--- config.mk ---
export PLATFORM = sky130hd
export DESIGN_NAME = uart_tx_arbiter_flat
export DESIGN_NICKNAME = d
export VERILOG_FILES = /design/src/rtl/uart_tx_arbiter_pkg.sv /design/src/rtl/uart_tx_arbiter_if.sv /design/src/rtl/uart_tx_arb_pick.sv /design/src/rtl/uart_tx_arbiter.sv /design/src/flat_wrapper.sv
export SDC_FILE = /design/constraint.sdc
export NUM_CORES = 1
export LEC_CHECK = 0
export ABC_CLOCK_PERIOD_IN_PS = 3420
export CAP_MARGIN = 10
export CORE_MARGIN = 2
export CORE_UTILIZATION = 38
export CTS_CLUSTER_DIAMETER = 120
export DETAILED_ROUTE_END_ITERATION = 6
export GPL_TIMING_DRIVEN = 0
export HOLD_SLACK_MARGIN = 0.02
export MAX_ROUTING_LAYER = met4
export PLACE_DENSITY = 0.79
export SLEW_MARGIN = 20
export SYNTH_ARGS = -nofsm -noshare
export SYNTH_HDL_FRONTEND = slang
export SYNTH_HIERARCHICAL = 1
export SYNTH_SLANG_ARGS = --single-unit
--- constraint.sdc ---
create_clock -name iUART_CLOCK -period 3.42 [get_ports iUART_CLOCK]
set_input_delay 1.026 -clock iUART_CLOCK [delete_from_list [all_inputs] [get_ports iUART_CLOCK]]
set_output_delay 1.026 -clock iUART_CLOCK [all_outputs]
set_load 0.05 [all_outputs]
--- src/rtl/uart_tx_arbiter_pkg.sv ---
// Shared encodings and widths for the UART TX arbiter slice.
// The optional fixed-priority pick is selected by UART_ARB_FIXED_PRIORITY_EN.
package uart_tx_arbiter_pkg;

    typedef enum logic {
        UART_ARB_IDLE   = 1'b0,
        UART_ARB_LOCKED = 1'b1
    } uart_arb_state_e;

    // Hold counter must reach P_TIMEOUT-1, and P_TIMEOUT is at most 255.
    localparam int UART_ARB_CNT_W = 8;

    localparam string UART_ARB_MACRO_NAME = "UART_ARB_FIXED_PRIORITY_EN";

endpackage

--- src/rtl/uart_tx_arbiter_if.sv ---
// Requester byte streams plus the uart TX FIFO write port, bundled for the arbiter.
// master: requesters and FIFO side; slave: the arbiter.
interface uart_tx_arbiter_if #(
    parameter int P_REQ_N   = 4,
    parameter int P_REQ_N_W = 2
);
    logic [P_REQ_N-1:0]   iREQ_VALID;
    logic [P_REQ_N-1:0]   iREQ_LAST;
    logic [8*P_REQ_N-1:0] iREQ_DATA;
    logic [P_REQ_N-1:0]   oREQ_ACK;
    logic [P_REQ_N-1:0]   oGRANT;
    logic [P_REQ_N_W-1:0] oGRANT_ID;
    logic                 oTX_REQ;
    logic [7:0]           oTX_DATA;
    logic                 iTX_BUSY;
    logic                 oTIMEOUT;

    modport master (
        output iREQ_VALID, iREQ_LAST, iREQ_DATA, iTX_BUSY,
        input  oREQ_ACK, oGRANT, oGRANT_ID, oTX_REQ, oTX_DATA, oTIMEOUT
    );

    modport slave (
        input  iREQ_VALID, iREQ_LAST, iREQ_DATA, iTX_BUSY,
        output oREQ_ACK, oGRANT, oGRANT_ID, oTX_REQ, oTX_DATA, oTIMEOUT
    );
endinterface

--- src/rtl/uart_tx_arb_pick.sv ---
// Combinational grant picker: round-robin after last_idx_i, or lowest index when
// UART_ARB_FIXED_PRIORITY_EN is defined.
module uart_tx_arb_pick #(
    parameter int P_REQ_N   = 4,
    parameter int P_REQ_N_W = 2
) (
    input  logic [P_REQ_N-1:0]   valid_i,
    input  logic [P_REQ_N_W-1:0] last_idx_i,
    output logic                 found_o,
    output logic [P_REQ_N_W-1:0] idx_o
);

`ifdef UART_ARB_FIXED_PRIORITY_EN
    logic unused_last_idx;
    assign unused_last_idx = ^last_idx_i;

    always_comb begin
        found_o = |valid_i;
        idx_o   = '0;
        // Scan downward so the lowest valid index is the final winner.
        for (int i = P_REQ_N - 1; i >= 0; i--) begin
            if (valid_i[i]) begin
                idx_o = P_REQ_N_W'(i);
            end
        end
    end
`else
    logic [P_REQ_N_W:0] slot;

    always_comb begin
        found_o = |valid_i;
        idx_o   = '0;
        slot    = '0;
        // Offsets scanned from farthest to nearest so the nearest successor wins.
        for (int i = P_REQ_N; i >= 1; i--) begin
            slot = {1'b0, last_idx_i} + (P_REQ_N_W + 1)'(i);
            if (slot >= (P_REQ_N_W + 1)'(P_REQ_N)) begin
                slot = slot - (P_REQ_N_W + 1)'(P_REQ_N);
            end
            if (valid_i[slot[P_REQ_N_W-1:0]]) begin
                idx_o = slot[P_REQ_N_W-1:0];
            end
        end
    end
`endif

endmodule

--- src/rtl/uart_tx_arbiter.sv ---
// Burst-locked arbiter sharing the uart TX FIFO write port among P_REQ_N requesters.
// Define UART_ARB_FIXED_PRIORITY_EN for lowest-index-first instead of round-robin.
module uart_tx_arbiter
    import uart_tx_arbiter_pkg::*;
#(
    parameter int P_REQ_N   = 4,
    parameter int P_REQ_N_W = 2,
    parameter int P_TIMEOUT = 255
) (
    input  logic               iUART_CLOCK,
    input  logic               inRESET,
    input  logic               iARB_EN,
    uart_tx_arbiter_if.slave   arb_if
);

    localparam logic [P_REQ_N_W-1:0]      GRANT_ID_RST = P_REQ_N_W'(P_REQ_N - 1);
    localparam logic [UART_ARB_CNT_W-1:0] HOLD_LAST    = UART_ARB_CNT_W'(P_TIMEOUT - 1);

    uart_arb_state_e           state_q, state_d;
    logic [P_REQ_N_W-1:0]      grant_id_q, grant_id_d;
    logic [UART_ARB_CNT_W-1:0] hold_cnt_q, hold_cnt_d;

    logic                      pick_found;
    logic [P_REQ_N_W-1:0]      pick_idx;
    logic [7:0]                req_byte [P_REQ_N];
    logic [P_REQ_N-1:0]        owner_onehot;
    logic                      locked;
    logic                      owner_valid;
    logic                      owner_last;
    logic                      accept;
    logic                      hold_expired;

    generate
        for (genvar gi = 0; gi < P_REQ_N; gi++) begin : g_req_byte
            assign req_byte[gi] = arb_if.iREQ_DATA[8*gi +: 8];
        end
    endgenerate

    uart_tx_arb_pick #(
        .P_REQ_N   (P_REQ_N),
        .P_REQ_N_W (P_REQ_N_W)
    ) u_pick (
        .valid_i    (arb_if.iREQ_VALID),
        .last_idx_i (grant_id_q),
        .found_o    (pick_found),
        .idx_o      (pick_idx)
    );

    assign locked       = (state_q == UART_ARB_LOCKED);
    assign owner_onehot = P_REQ_N'(1) << grant_id_q;
    assign owner_valid  = arb_if.iREQ_VALID[grant_id_q];
    assign owner_last   = arb_if.iREQ_LAST[grant_id_q];
    assign accept       = locked && owner_valid && !arb_if.iTX_BUSY;
    // Only a missing byte counts as idle; a stalled FIFO never revokes the grant.
    assign hold_expired = locked && !owner_valid && (hold_cnt_q == HOLD_LAST);

    always_ff @(posedge iUART_CLOCK or negedge inRESET) begin
        if (!inRESET) begin
            state_q    <= UART_ARB_IDLE;
            grant_id_q <= GRANT_ID_RST;
            hold_cnt_q <= '0;
        end else begin
            state_q    <= state_d;
            grant_id_q <= grant_id_d;
            hold_cnt_q <= hold_cnt_d;
        end
    end

    always_comb begin
        state_d    = state_q;
        grant_id_d = grant_id_q;
        hold_cnt_d = hold_cnt_q;
        case (state_q)
            UART_ARB_IDLE: begin
                if (iARB_EN && pick_found) begin
                    state_d    = UART_ARB_LOCKED;
                    grant_id_d = pick_idx;
                    hold_cnt_d = '0;
                end
            end
            UART_ARB_LOCKED: begin
                if (accept) begin
                    hold_cnt_d = '0;
                    if (owner_last) begin
                        state_d = UART_ARB_IDLE;
                    end
                end else if (!owner_valid) begin
                    if (hold_expired) begin
                        state_d    = UART_ARB_IDLE;
                        hold_cnt_d = '0;
                    end else begin
                        hold_cnt_d = hold_cnt_q + UART_ARB_CNT_W'(1);
                    end
                end
            end
            default: begin
                state_d = UART_ARB_IDLE;
            end
        endcase
    end

    assign arb_if.oGRANT    = locked ? owner_onehot : '0;
    assign arb_if.oGRANT_ID = grant_id_q;
    assign arb_if.oREQ_ACK  = accept ? owner_onehot : '0;
    assign arb_if.oTX_REQ   = accept;
    assign arb_if.oTX_DATA  = locked ? req_byte[grant_id_q] : 8'h00;
    assign arb_if.oTIMEOUT  = hold_expired;

endmodule

--- src/flat_wrapper.sv ---
// flat-port wrapper written by rule: the top's interface ports become plain ports
module uart_tx_arbiter_flat import uart_tx_arbiter_pkg::*;
#(
    parameter int P_REQ_N   = 4,
    parameter int P_REQ_N_W = 2,
    parameter int P_TIMEOUT = 255
)
  (iUART_CLOCK, inRESET, iARB_EN, arb_if_iREQ_VALID, arb_if_iREQ_LAST, arb_if_iREQ_DATA, arb_if_iTX_BUSY, arb_if_oREQ_ACK, arb_if_oGRANT, arb_if_oGRANT_ID, arb_if_oTX_REQ, arb_if_oTX_DATA, arb_if_oTIMEOUT);
  uart_tx_arbiter_if #(.P_REQ_N(P_REQ_N), .P_REQ_N_W(P_REQ_N_W)) arb_if_i ();
  input  logic iUART_CLOCK;
  input  logic inRESET;
  input  logic iARB_EN;
  input wire logic [$bits(arb_if_i.iREQ_VALID)-1:0] arb_if_iREQ_VALID;
  input wire logic [$bits(arb_if_i.iREQ_LAST)-1:0] arb_if_iREQ_LAST;
  input wire logic [$bits(arb_if_i.iREQ_DATA)-1:0] arb_if_iREQ_DATA;
  input wire logic [$bits(arb_if_i.iTX_BUSY)-1:0] arb_if_iTX_BUSY;
  output wire logic [$bits(arb_if_i.oREQ_ACK)-1:0] arb_if_oREQ_ACK;
  output wire logic [$bits(arb_if_i.oGRANT)-1:0] arb_if_oGRANT;
  output wire logic [$bits(arb_if_i.oGRANT_ID)-1:0] arb_if_oGRANT_ID;
  output wire logic [$bits(arb_if_i.oTX_REQ)-1:0] arb_if_oTX_REQ;
  output wire logic [$bits(arb_if_i.oTX_DATA)-1:0] arb_if_oTX_DATA;
  output wire logic [$bits(arb_if_i.oTIMEOUT)-1:0] arb_if_oTIMEOUT;
  assign arb_if_i.iREQ_VALID = arb_if_iREQ_VALID;
  assign arb_if_i.iREQ_LAST = arb_if_iREQ_LAST;
  assign arb_if_i.iREQ_DATA = arb_if_iREQ_DATA;
  assign arb_if_i.iTX_BUSY = arb_if_iTX_BUSY;
  assign arb_if_oREQ_ACK = arb_if_i.oREQ_ACK;
  assign arb_if_oGRANT = arb_if_i.oGRANT;
  assign arb_if_oGRANT_ID = arb_if_i.oGRANT_ID;
  assign arb_if_oTX_REQ = arb_if_i.oTX_REQ;
  assign arb_if_oTX_DATA = arb_if_i.oTX_DATA;
  assign arb_if_oTIMEOUT = arb_if_i.oTIMEOUT;
  uart_tx_arbiter #(.P_REQ_N(P_REQ_N), .P_REQ_N_W(P_REQ_N_W), .P_TIMEOUT(P_TIMEOUT)) u_core (.iUART_CLOCK(iUART_CLOCK), .inRESET(inRESET), .iARB_EN(iARB_EN), .arb_if(arb_if_i));
endmodule
==> results of run 1 <==
-- final timing paths --
path / to / slack, ns
min reg2reg: u_core/hold_cnt_q[6] / 0.56
max in group asynchronous: u_core/arb_if.oGRANT_ID[0] / 1.97
min: u_core/hold_cnt_q[6] / 0.56
max reg2reg: u_core/hold_cnt_q[7] / 0.94
max: arb_if_oTIMEOUT / -0.01
min in group asynchronous: u_core/hold_cnt_q[2] / 1.09
-- final cells by class --
type                    count  area, sq um
plain buffers               6        27.53
clock buffers               4        26.28
fillers                   239        908.4
inverters                   5        22.52
multi-input cells          92        820.8
flip-flops and latches     11        277.8
well taps                  31        38.79
repair buffers             67        635.6
-- flip-flops by register name (all words and copies together), names as in the netlist --
name / flops
u_core/arb_if.oGRANT_ID: 2
u_core/hold_cnt_q: 8
u_core/locked: 1
-- routing by layer --
metal,wire length [microns],share of wire (%),up-vias,GRT usage [%]
li1,-,-,581,-
met1,1602,43,602,28.23
met2,1815,49,48,39.61
met3,256,6.9,4,3.348
met4,23,0.62,0,7.641
met5,0,0,-,-
-- Yosys cell counts --
master	instances
a21oi_2	1
and2_1	9
nand3_2	1
and2b_1	1
mux2_1	1
ha_1	2
a22oi_1	3
xnor2_1	3
and3_1	3
or4_1	2
nand4_1	1
mux2i_1	1
and3b_1	2
nand2_1	8
clkbuf_1	4
o221ai_1	1
nor2_1	5
a41o_1	1
nor2b_1	1
o31ai_1	4
nand2b_1	5
dfstp_2	2
mux4_2	10
dfrtp_1	9
a31oi_1	1
a21o_1	2
a211oi_1	3
mux2_2	3
buf_1	2
inv_1	5
nor4b_1	1
nor3_1	1
nor3b_1	3
o221ai_2	1
or4b_4	1
nand3_1	5
a21oi_1	6
-- power by group through the flow --
stage,Sequential [mW],Combinational (mW),Clock (mW)
2_1_floorplan,0.257,0.759,0
3_3_place_gp,0.224,1.11,0
3_5_place_dp,0.228,1.13,0
4_1_cts,0.226,1.13,0.0937
5_1_grt,0.236,1.18,0.0977
6_report,0.226,1.12,0.0877
-- kinds of logic (layout without fill, tap and decap cells) --
group	count (synthesis)	after routing	synth area share [%]
flops	11	11	24.97
buf+inv	11	82	3.712
fa+ha+maj	2	2	2.249
mux	15	15	25.20
xor+xnor	3	3	2.363
compound gates	23	23	15.19
simple gates	49	49	26.32
-- what timing repair did --
item	CTS	global route
setup endpoints to repair	18	14
pin swaps	1	1
buffers inserted	2	2
resized for setup	90	28
gates cloned	0	0
-- stage by stage --
step	hold WS, ns	instance area (sq um)	setup WS (ns)
finish	0.5643	1849	-0.01150
global placement	0.5453	1800	-1.200
detailed placement	0.5468	1800	-1.240
global route	0.5902	1849	-0.03299
floorplan	0.5148	1131	-0.1150
CTS	0.5606	1849	-0.01573
==> impl_metrics.py, run 1 <==
metrics = {
    "run_status": {
        "status": "finished, violations left",
        "violations": "setup timing",
    },
    "setup_path": {
        "critPathBufInv": 3,
        "path_cells": "buf_8 -> mux4_2 -> or4b_4 -> clkinvlp_4 -> buf_8",
        "cp_max_fo": 6,
        "cp.depth": 5,
        "crit_start": "arb_if_iREQ_VALID[3]",
        "r2r_cells": 6,
        "cpMostUsedCell": "buf_8",
        "critPathArrivalTime_ns": 2.41,
        "crit_type": "input port to primary output",
        "critPathCaptureType": "primary output",
        "critPathTopFamily": "simple AND/OR/NAND/NOR gates",
        "cp-start-kind": "input port",
        "slowest_delay_ns": 0.53,
        "required_ns": 2.39,
        "cpMaxStageDelayCell": "or4b_4",
        "rr_startpoint": "u_core/arb_if.oGRANT_ID[0]",
    },
    "drt": {
        "drcViolationCount": 0,
        "routedWlPerCell_microns": 17.12,
        "drt_iter0_drc": 47,
        "firstDrtPassIters": 4,
        "via_count": 1235,
        "ant_nets": 0,
        "vias_per_cell": 5.718,
        "routed_wl_mm": 3.697,
    },
    "synthesis": {
        "synth_cells": 114,
        "synthesis.area_sq_mm": 0.001112,
        "syn_nets": 160,
        "ys_seq_area_share_pct": 24.97,
        "netlist-cell-type-count": 37,
        "synth_top_cell_area_share_pct": 20.25,
        "synth-seq-cells": 11,
        "synth_top_cell_by_area": "dfrtp_1",
        "syn_avg_cell_area_sq_um": 9.757,
        "synthTopCellsByArea": "dfrtp_1 (20%), mux4_2 (20%), and2_1 (5.1%), dfstp_2 (4.7%), mux2_2 (3.0%)",
        "yosys_warnings": 6,
    },
    "timing": {
        "maxSlewHeadroom_pct": 65.88,
        "rsz0062_at_grt": "yes",
        "slew_viol_final": 0,
        "setup_viol": 1,
        "finalHoldViolCount": 0,
        "fin_ws_ns": -0.01150,
        "fin_crit_ns": 3.431,
        "tightest_slew_ns": 0.5110,
        "fin_worst_skew_ns": 0.002881,
        "setup_tns_ns": -0.01150,
        "max_freq_mhz": 291.4,
        "timing.final.crit_share_pct": 100.3,
    },
    "clock_network": {
        "clock_path_buffers": 2,
        "ctsHoldBuffers": 0,
        "cts_made_buffers": 3,
        "clk_latency_ns": 0.27,
        "clk_pin_slew_worst_paths_ns": 0.07,
        "clock_sinks": 11,
        "cts_tree": "built",
        "htreeDepth": 1,
        "cts_root_buffer": "clkbuf_4",
    },
    "cells_and_area": {
        "area_delta_synth_final_pct": 66.25,
        "final_util_pct": 67.06,
        "fin_nets": 232,
        "stdcell_count": 216,
        "drive_gt1_share_pct": 29.19,
        "layout_common_cells": "clkdlybuf4s50_1 (41), buf_2 (10), mux4_2 (10)",
        "layout_commonest_cell": "clkdlybuf4s50_1",
        "antenna_cells": 0,
    },
    "hold_path": {
        "hold_depth": 1,
        "min_path_type": "flop to flop",
        "hp-start": "u_core/hold_cnt_q[6]",
    },
    "pwr": {
        "power.density_mw_per_mm2": 774.6,
        "seq_power_share_pct": 15.8,
        "power_leakage_nw": 0.7985,
        "intPower_mw": 0.6474,
        "p_comb_share_pct": 78.1,
        "switching_share_pct": 54.80,
        "finalPower_mw": 1.432,
        "ir_worst_vdd_mv": 0.4989,
        "clock_power_share_pct": 6.1,
        "switchingPower_mw": 0.7849,
    },
    "flow_run": {
        "maxCapViolCount": 0,
    },
    "floorplanning": {
        "die_h_microns": 58.11,
        "start_util_pct": 40.34,
        "core_sq_mm": 0.002758,
        "ios": 64,
        "die_area_sq_mm": 0.003376,
        "die_w_microns": 58.11,
        "core.rowCount": 19,
    },
    "global_routing": {
        "grt_pass1_vias": 1233,
        "overflow": 0,
        "grt_pass1_wl_mm": 5.858,
        "grt_max_degree": 12,
        "grt_usage_pct": 23.25,
        "antenna_found_initial": 0,
    },
    "placement": {
        "gp_congestion": 0.8461,
        "portBuffers": 63,
        "placed_cells_incl_taps": 208,
        "hpwl_mm": 2.914,
    },
}
Power figures use the tool's default switching activity.
==> run 2, diff against run 1 <==
Settings changed: RECOVER_POWER from default to 25.
==> run 2 against run 1 <==
The flow still finishes with violations (setup timing). Combinational power hardly changed. Power hardly changed. Sequential share of layout area stayed put. Via count stayed put. Clock skew stayed put. Global-route usage stayed put. Sequential power hardly changed. Cell area stayed put. Critical endpoint unchanged. Largest cell class unchanged.
==> impl_metrics.py, run 2 (same netlist as run 1, synthesis figures left out) <==
metrics = {
    "global_routing": {
        "grt_pass1_vias": 1233,
        "grt_max_degree": 12,
        "antenna_found_initial": 0,
        "grt_usage_pct": 23.25,
        "overflow": 0,
        "grt_pass1_wl_mm": 5.858,
    },
    "drt": {
        "drt_iter0_drc": 47,
        "ant_nets": 0,
        "routedWlPerCell_microns": 17.11,
        "routed_wl_mm": 3.696,
        "via_count": 1235,
        "drcViolationCount": 0,
        "vias_per_cell": 5.718,
        "firstDrtPassIters": 4,
    },
    "cells_and_area": {
        "largest_register": "u_core/hold_cnt_q",
        "fin_nets": 232,
        "layout_commonest_cell": "clkdlybuf4s50_1",
        "num-fill-cells": 239,
        "largest_reg_flops": 8,
        "multiInputGateArea_sq_um": 820.8,
        "layout_common_cells": "clkdlybuf4s50_1 (40), buf_2 (10), mux4_2 (10)",
        "stdcell_count": 216,
        "final-seq-area_sq_um": 277.8,
        "finalInstanceArea_sq_mm": 0.001849,
        "drive_gt1_share_pct": 29.19,
        "final_util_pct": 67.06,
        "antenna_cells": 0,
        "area_delta_synth_final_pct": 66.25,
    },
    "floorplanning": {
        "core.rowCount": 19,
        "core_sq_mm": 0.002758,
        "ios": 64,
        "die_h_microns": 58.11,
        "start_util_pct": 40.34,
        "die_w_microns": 58.11,
        "die_area_sq_mm": 0.003376,
    },
    "clock_network": {
        "ctsHoldBuffers": 0,
        "cts_root_buffer": "clkbuf_4",
        "clock_sinks": 11,
        "clk_latency_ns": 0.27,
        "clk_pin_slew_worst_paths_ns": 0.07,
        "clock_path_buffers": 2,
        "cts_made_buffers": 3,
        "htreeDepth": 1,
        "cts_tree": "built",
    },
    "placement": {
        "dp_slack_ns": -1.240,
        "dpl-instance-area_sq_mm": 0.001800,
        "hpwl_mm": 2.914,
        "portBuffers": 63,
        "gp_congestion": 0.8461,
        "placed_cells_incl_taps": 208,
    },
    "setup_path": {
        "critPathArrivalTime_ns": 2.41,
        "cp-start-kind": "input port",
        "critical_path.endpoint": "arb_if_oTIMEOUT",
        "r2r_cells": 6,
        "crit_type": "input port to primary output",
        "critPathCaptureType": "primary output",
        "rr_startpoint": "u_core/arb_if.oGRANT_ID[0]",
        "cp_max_fo": 6,
        "required_ns": 2.39,
        "crit_start": "arb_if_iREQ_VALID[3]",
        "r2r_setup_slack_ns": 0.94,
        "rr_endpoint": "u_core/hold_cnt_q[7]",
    },
    "timing": {
        "max_freq_mhz": 291.4,
        "slew_viol_final": 0,
        "fin_worst_skew_ns": 0.002881,
        "finalHoldViolCount": 0,
        "rsz0062_at_grt": "yes",
        "setup_viol": 1,
        "maxSlewHeadroom_pct": 65.88,
        "timing.final.crit_share_pct": 100.3,
        "fin_crit_ns": 3.432,
        "fin_ws_ns": -0.01167,
        "tightest_slew_ns": 0.5110,
    },
    "pwr": {
        "clock_power_share_pct": 6.1,
        "p_comb_share_pct": 78.1,
        "finalPower_mw": 1.432,
        "intPower_mw": 0.6472,
        "switching_share_pct": 54.81,
        "power_leakage_nw": 0.7988,
        "power.density_mw_per_mm2": 774.4,
        "seq_power_share_pct": 15.8,
        "switchingPower_mw": 0.7849,
        "ir_worst_vdd_mv": 0.4989,
    },
    "run_status": {
        "violations": "setup timing",
        "status": "finished, violations left",
    },
    "flow_run": {
        "maxCapViolCount": 0,
    },
    "hold_path": {
        "min_path_type": "flop to flop",
        "hp-start": "u_core/hold_cnt_q[6]",
    },
}
[run 2: cell types whose count changed in the layout (fill, tap and decap cells not counted)]
cell,previous run,this run
clkdlybuf4s50_1,41,40
dlygate4sd3_1,0,1
[run 2: worst min-delay path by stage]
stage	to	slack (ns)	cells past startpoint
after global placement	u_core/hold_cnt_q[6]	0.55	1
after CTS	u_core/hold_cnt_q[7]	0.56	2
final	u_core/hold_cnt_q[6]	0.56	1
after floorplan	u_core/hold_cnt_q[6]	0.51	1
after detailed placement	u_core/hold_cnt_q[6]	0.55	1
after global routing	u_core/hold_cnt_q[7]	0.59	2
[run 2: stage by stage]
stage	hold WS [ns]	TNS (ns)
2_1_floorplan	0.5148	-0.3568
3_3_place_gp	0.5453	-8.254
3_5_place_dp	0.5468	-8.574
4_1_cts	0.5606	-0.01573
5_1_grt	0.5902	-0.03299
6_report	0.5643	-0.01167
[run 2: per-layer routing]
metal	global-route usage [%]	up-vias	share of wire, %
met2	39.61	48	49
met1	28.23	601	43
met5	-	-	0
li1	-	582	-
met4	7.641	0	0.62
met3	3.348	4	6.9
[run 2: timing repair]
item	in CTS	in global routing
gates resized for setup	90	28
buffers inserted	2	2
gates cloned	0	0
endpoints found under the setup margin	18	14
pin swaps	1	1
[run 2: power by group through the flow]
stage	logic, mW	clock network, mW	registers, mW
6_report	1.12	0.0877	0.226
5_1_grt	1.18	0.0977	0.236
4_1_cts	1.13	0.0937	0.226
3_5_place_dp	1.13	0	0.228
3_3_place_gp	1.11	0	0.224
2_1_floorplan	0.759	0	0.257
[run 2: area by class of cell]
class,count,share of cell area (%)
Inverter,5,1.218
Clock buffer,4,1.421
Multi-Input combinational cell,92,44.38
Sequential cell,11,15.02
Timing Repair Buffer,67,34.37
Tap cell,31,2.097
Buffer,6,1.489
[run 2: critical path: stages]
cell        delay (ns)
buf_8             0.11
mux4_2            0.50
or4b_4            0.53
clkinvlp_4        0.10
buf_8             0.14
==> run 3, diff against run 2 <==
Settings changed: SETUP_SLACK_MARGIN from default to 0.15.
==> run 3 against run 2 <==
Sequential share of layout area decreased by 0.43 points. Routed wire length decreased by 4.3%. Setup slack improved by 0.039 ns. Core utilization increased by 2.0 points. Via count decreased by 0.57%. Hold slack got worse by 0.0053 ns. Die area unchanged. Sequential power decreased by 7%. Count of clock-buffer cells in the layout unchanged. Highest routed layer unchanged. The flow now finishes without violations. Power increased by 6.4%.
==> impl_metrics.py, run 3 (same netlist as run 1, synthesis figures left out) <==
metrics = {
    "run_status": {
        "status": "completed",
    },
    "timing": {
        "fin_worst_skew_ns": 0.0006768,
        "max_freq_mhz": 294.7,
        "fin_crit_ns": 3.393,
        "whs_ns": 0.5590,
        "setup_viol": 0,
        "setup_tns_ns": 0,
        "rsz0062_at_grt": "yes",
        "slew_viol_final": 0,
        "timing.final.crit_share_pct": 99.20,
        "tightest_slew_ns": 0.5271,
        "maxSlewHeadroom_pct": 64.81,
        "fin_ws_ns": 0.02724,
        "finalHoldViolCount": 0,
    },
    "cells_and_area": {
        "largest_reg_flops": 8,
        "layout_commonest_cell": "clkdlybuf4s50_1",
        "final_util_pct": 69.06,
        "stdcell_count": 215,
        "finalInstanceArea_sq_mm": 0.001904,
        "layout_common_cells": "clkdlybuf4s50_1 (39), buf_6 (12), mux4_2 (10)",
        "antenna_cells": 0,
        "area_delta_synth_final_pct": 71.20,
        "fin_nets": 231,
        "largest_register": "u_core/hold_cnt_q",
        "num-fill-cells": 231,
        "drive_gt1_share_pct": 30.98,
    },
    "pwr": {
        "ir_worst_vdd_mv": 0.6426,
        "finalPower_mw": 1.523,
        "power.density_mw_per_mm2": 799.9,
        "power_leakage_nw": 0.8257,
    },
    "placement": {
        "gp_congestion": 0.8157,
        "dp_slack_ns": -1.175,
        "hpwl_mm": 2.784,
        "placed_cells_incl_taps": 208,
        "dpl-instance-area_sq_mm": 0.001826,
        "portBuffers": 63,
    },
    "setup_path": {
        "required_ns": 2.39,
        "crit_type": "input port to primary output",
        "cp_max_fo": 6,
        "critPathArrivalTime_ns": 2.37,
        "cp-start-kind": "input port",
        "path_cells": "buf_8 -> mux4_2 -> or4b_4 -> clkinvlp_4 -> buf_8",
        "crit_start": "arb_if_iREQ_VALID[3]",
        "critPathCaptureType": "primary output",
        "slowest_delay_ns": 0.52,
        "critPathTopFamily": "simple AND/OR/NAND/NOR gates",
        "critPathBufInv": 3,
        "cpMostUsedCell": "buf_8",
        "rr_startpoint": "u_core/arb_if.oGRANT_ID[0]",
        "cpMaxStageDelayCell": "or4b_4",
    },
    "clock_network": {
        "clk_pin_slew_worst_paths_ns": 0.07,
        "cts_root_buffer": "clkbuf_4",
        "cts_tree": "built",
        "clk_latency_ns": 0.26,
        "clock_sinks": 11,
        "clock_path_buffers": 2,
        "htreeDepth": 1,
        "cts_made_buffers": 3,
    },
    "flow_run": {
        "maxCapViolCount": 0,
    },
    "drt": {
        "routed_wl_mm": 3.536,
        "firstDrtPassIters": 7,
        "ant_nets": 0,
        "via_count": 1228,
        "vias_per_cell": 5.712,
        "drt_iter0_drc": 38,
        "drcViolationCount": 0,
        "routedWlPerCell_microns": 16.45,
    },
    "floorplanning": {
        "core.rowCount": 19,
        "start_util_pct": 40.34,
        "core_sq_mm": 0.002758,
        "ios": 64,
        "die_h_microns": 58.11,
        "die_area_sq_mm": 0.003376,
        "die_w_microns": 58.11,
    },
    "global_routing": {
        "grt_pass1_wl_mm": 5.754,
        "grt_max_degree": 12,
        "antenna_found_initial": 0,
        "grt_pass1_vias": 1243,
        "grt_usage_pct": 22.65,
        "overflow": 0,
    },
    "hold_path": {
        "hp-start": "u_core/hold_cnt_q[6]",
        "min_path_type": "flop to flop",
    },
}
-- run 3: final timing paths --
kind,end,slack (ns),cells past startpoint
max in group asynchronous,u_core/arb_if.oGRANT_ID[0],1.91,1
max reg2reg,u_core/hold_cnt_q[7],1.11,5
min reg2reg,u_core/hold_cnt_q[6],0.56,1
max,arb_if_oTIMEOUT,0.03,5
min in group asynchronous,u_core/hold_cnt_q[0],1.16,1
min,u_core/hold_cnt_q[6],0.56,1
-- run 3: repair_timing --
item	4_1_cts	5_1_grt
gates resized for setup	116	23
pin swaps	1	1
buffers inserted	2	1
endpoints found under the setup margin	18	15
hold buffers	0	0
-- run 3: final cells by class --
cell class	count	area [sq um]	area share, %
sequential	11	277.8	14.59
multi-input combinational	92	847.1	44.48
buffer	6	33.78	1.774
inverter	5	22.52	1.183
clock buffer	4	26.28	1.380
timing repair buffer	66	658.1	34.56
tap	31	38.79	2.037
-- run 3: report_power, final --
group / total (mW) / internal [mW] / leakage (nW) / switching, mW
sequential: 0.211 / 0.169 / 0.142 / 0.0420
combinational: 1.22 / 0.504 / 0.669 / 0.721
clock: 0.0871 / 0.0451 / 0.0150 / 0.0420
-- run 3: routing by layer --
metal	track usage, %	share of wire [%]
met2	37.18	48
met3	5.804	10
met4	6.977	0.96
met1	27.32	40
met5	-	0
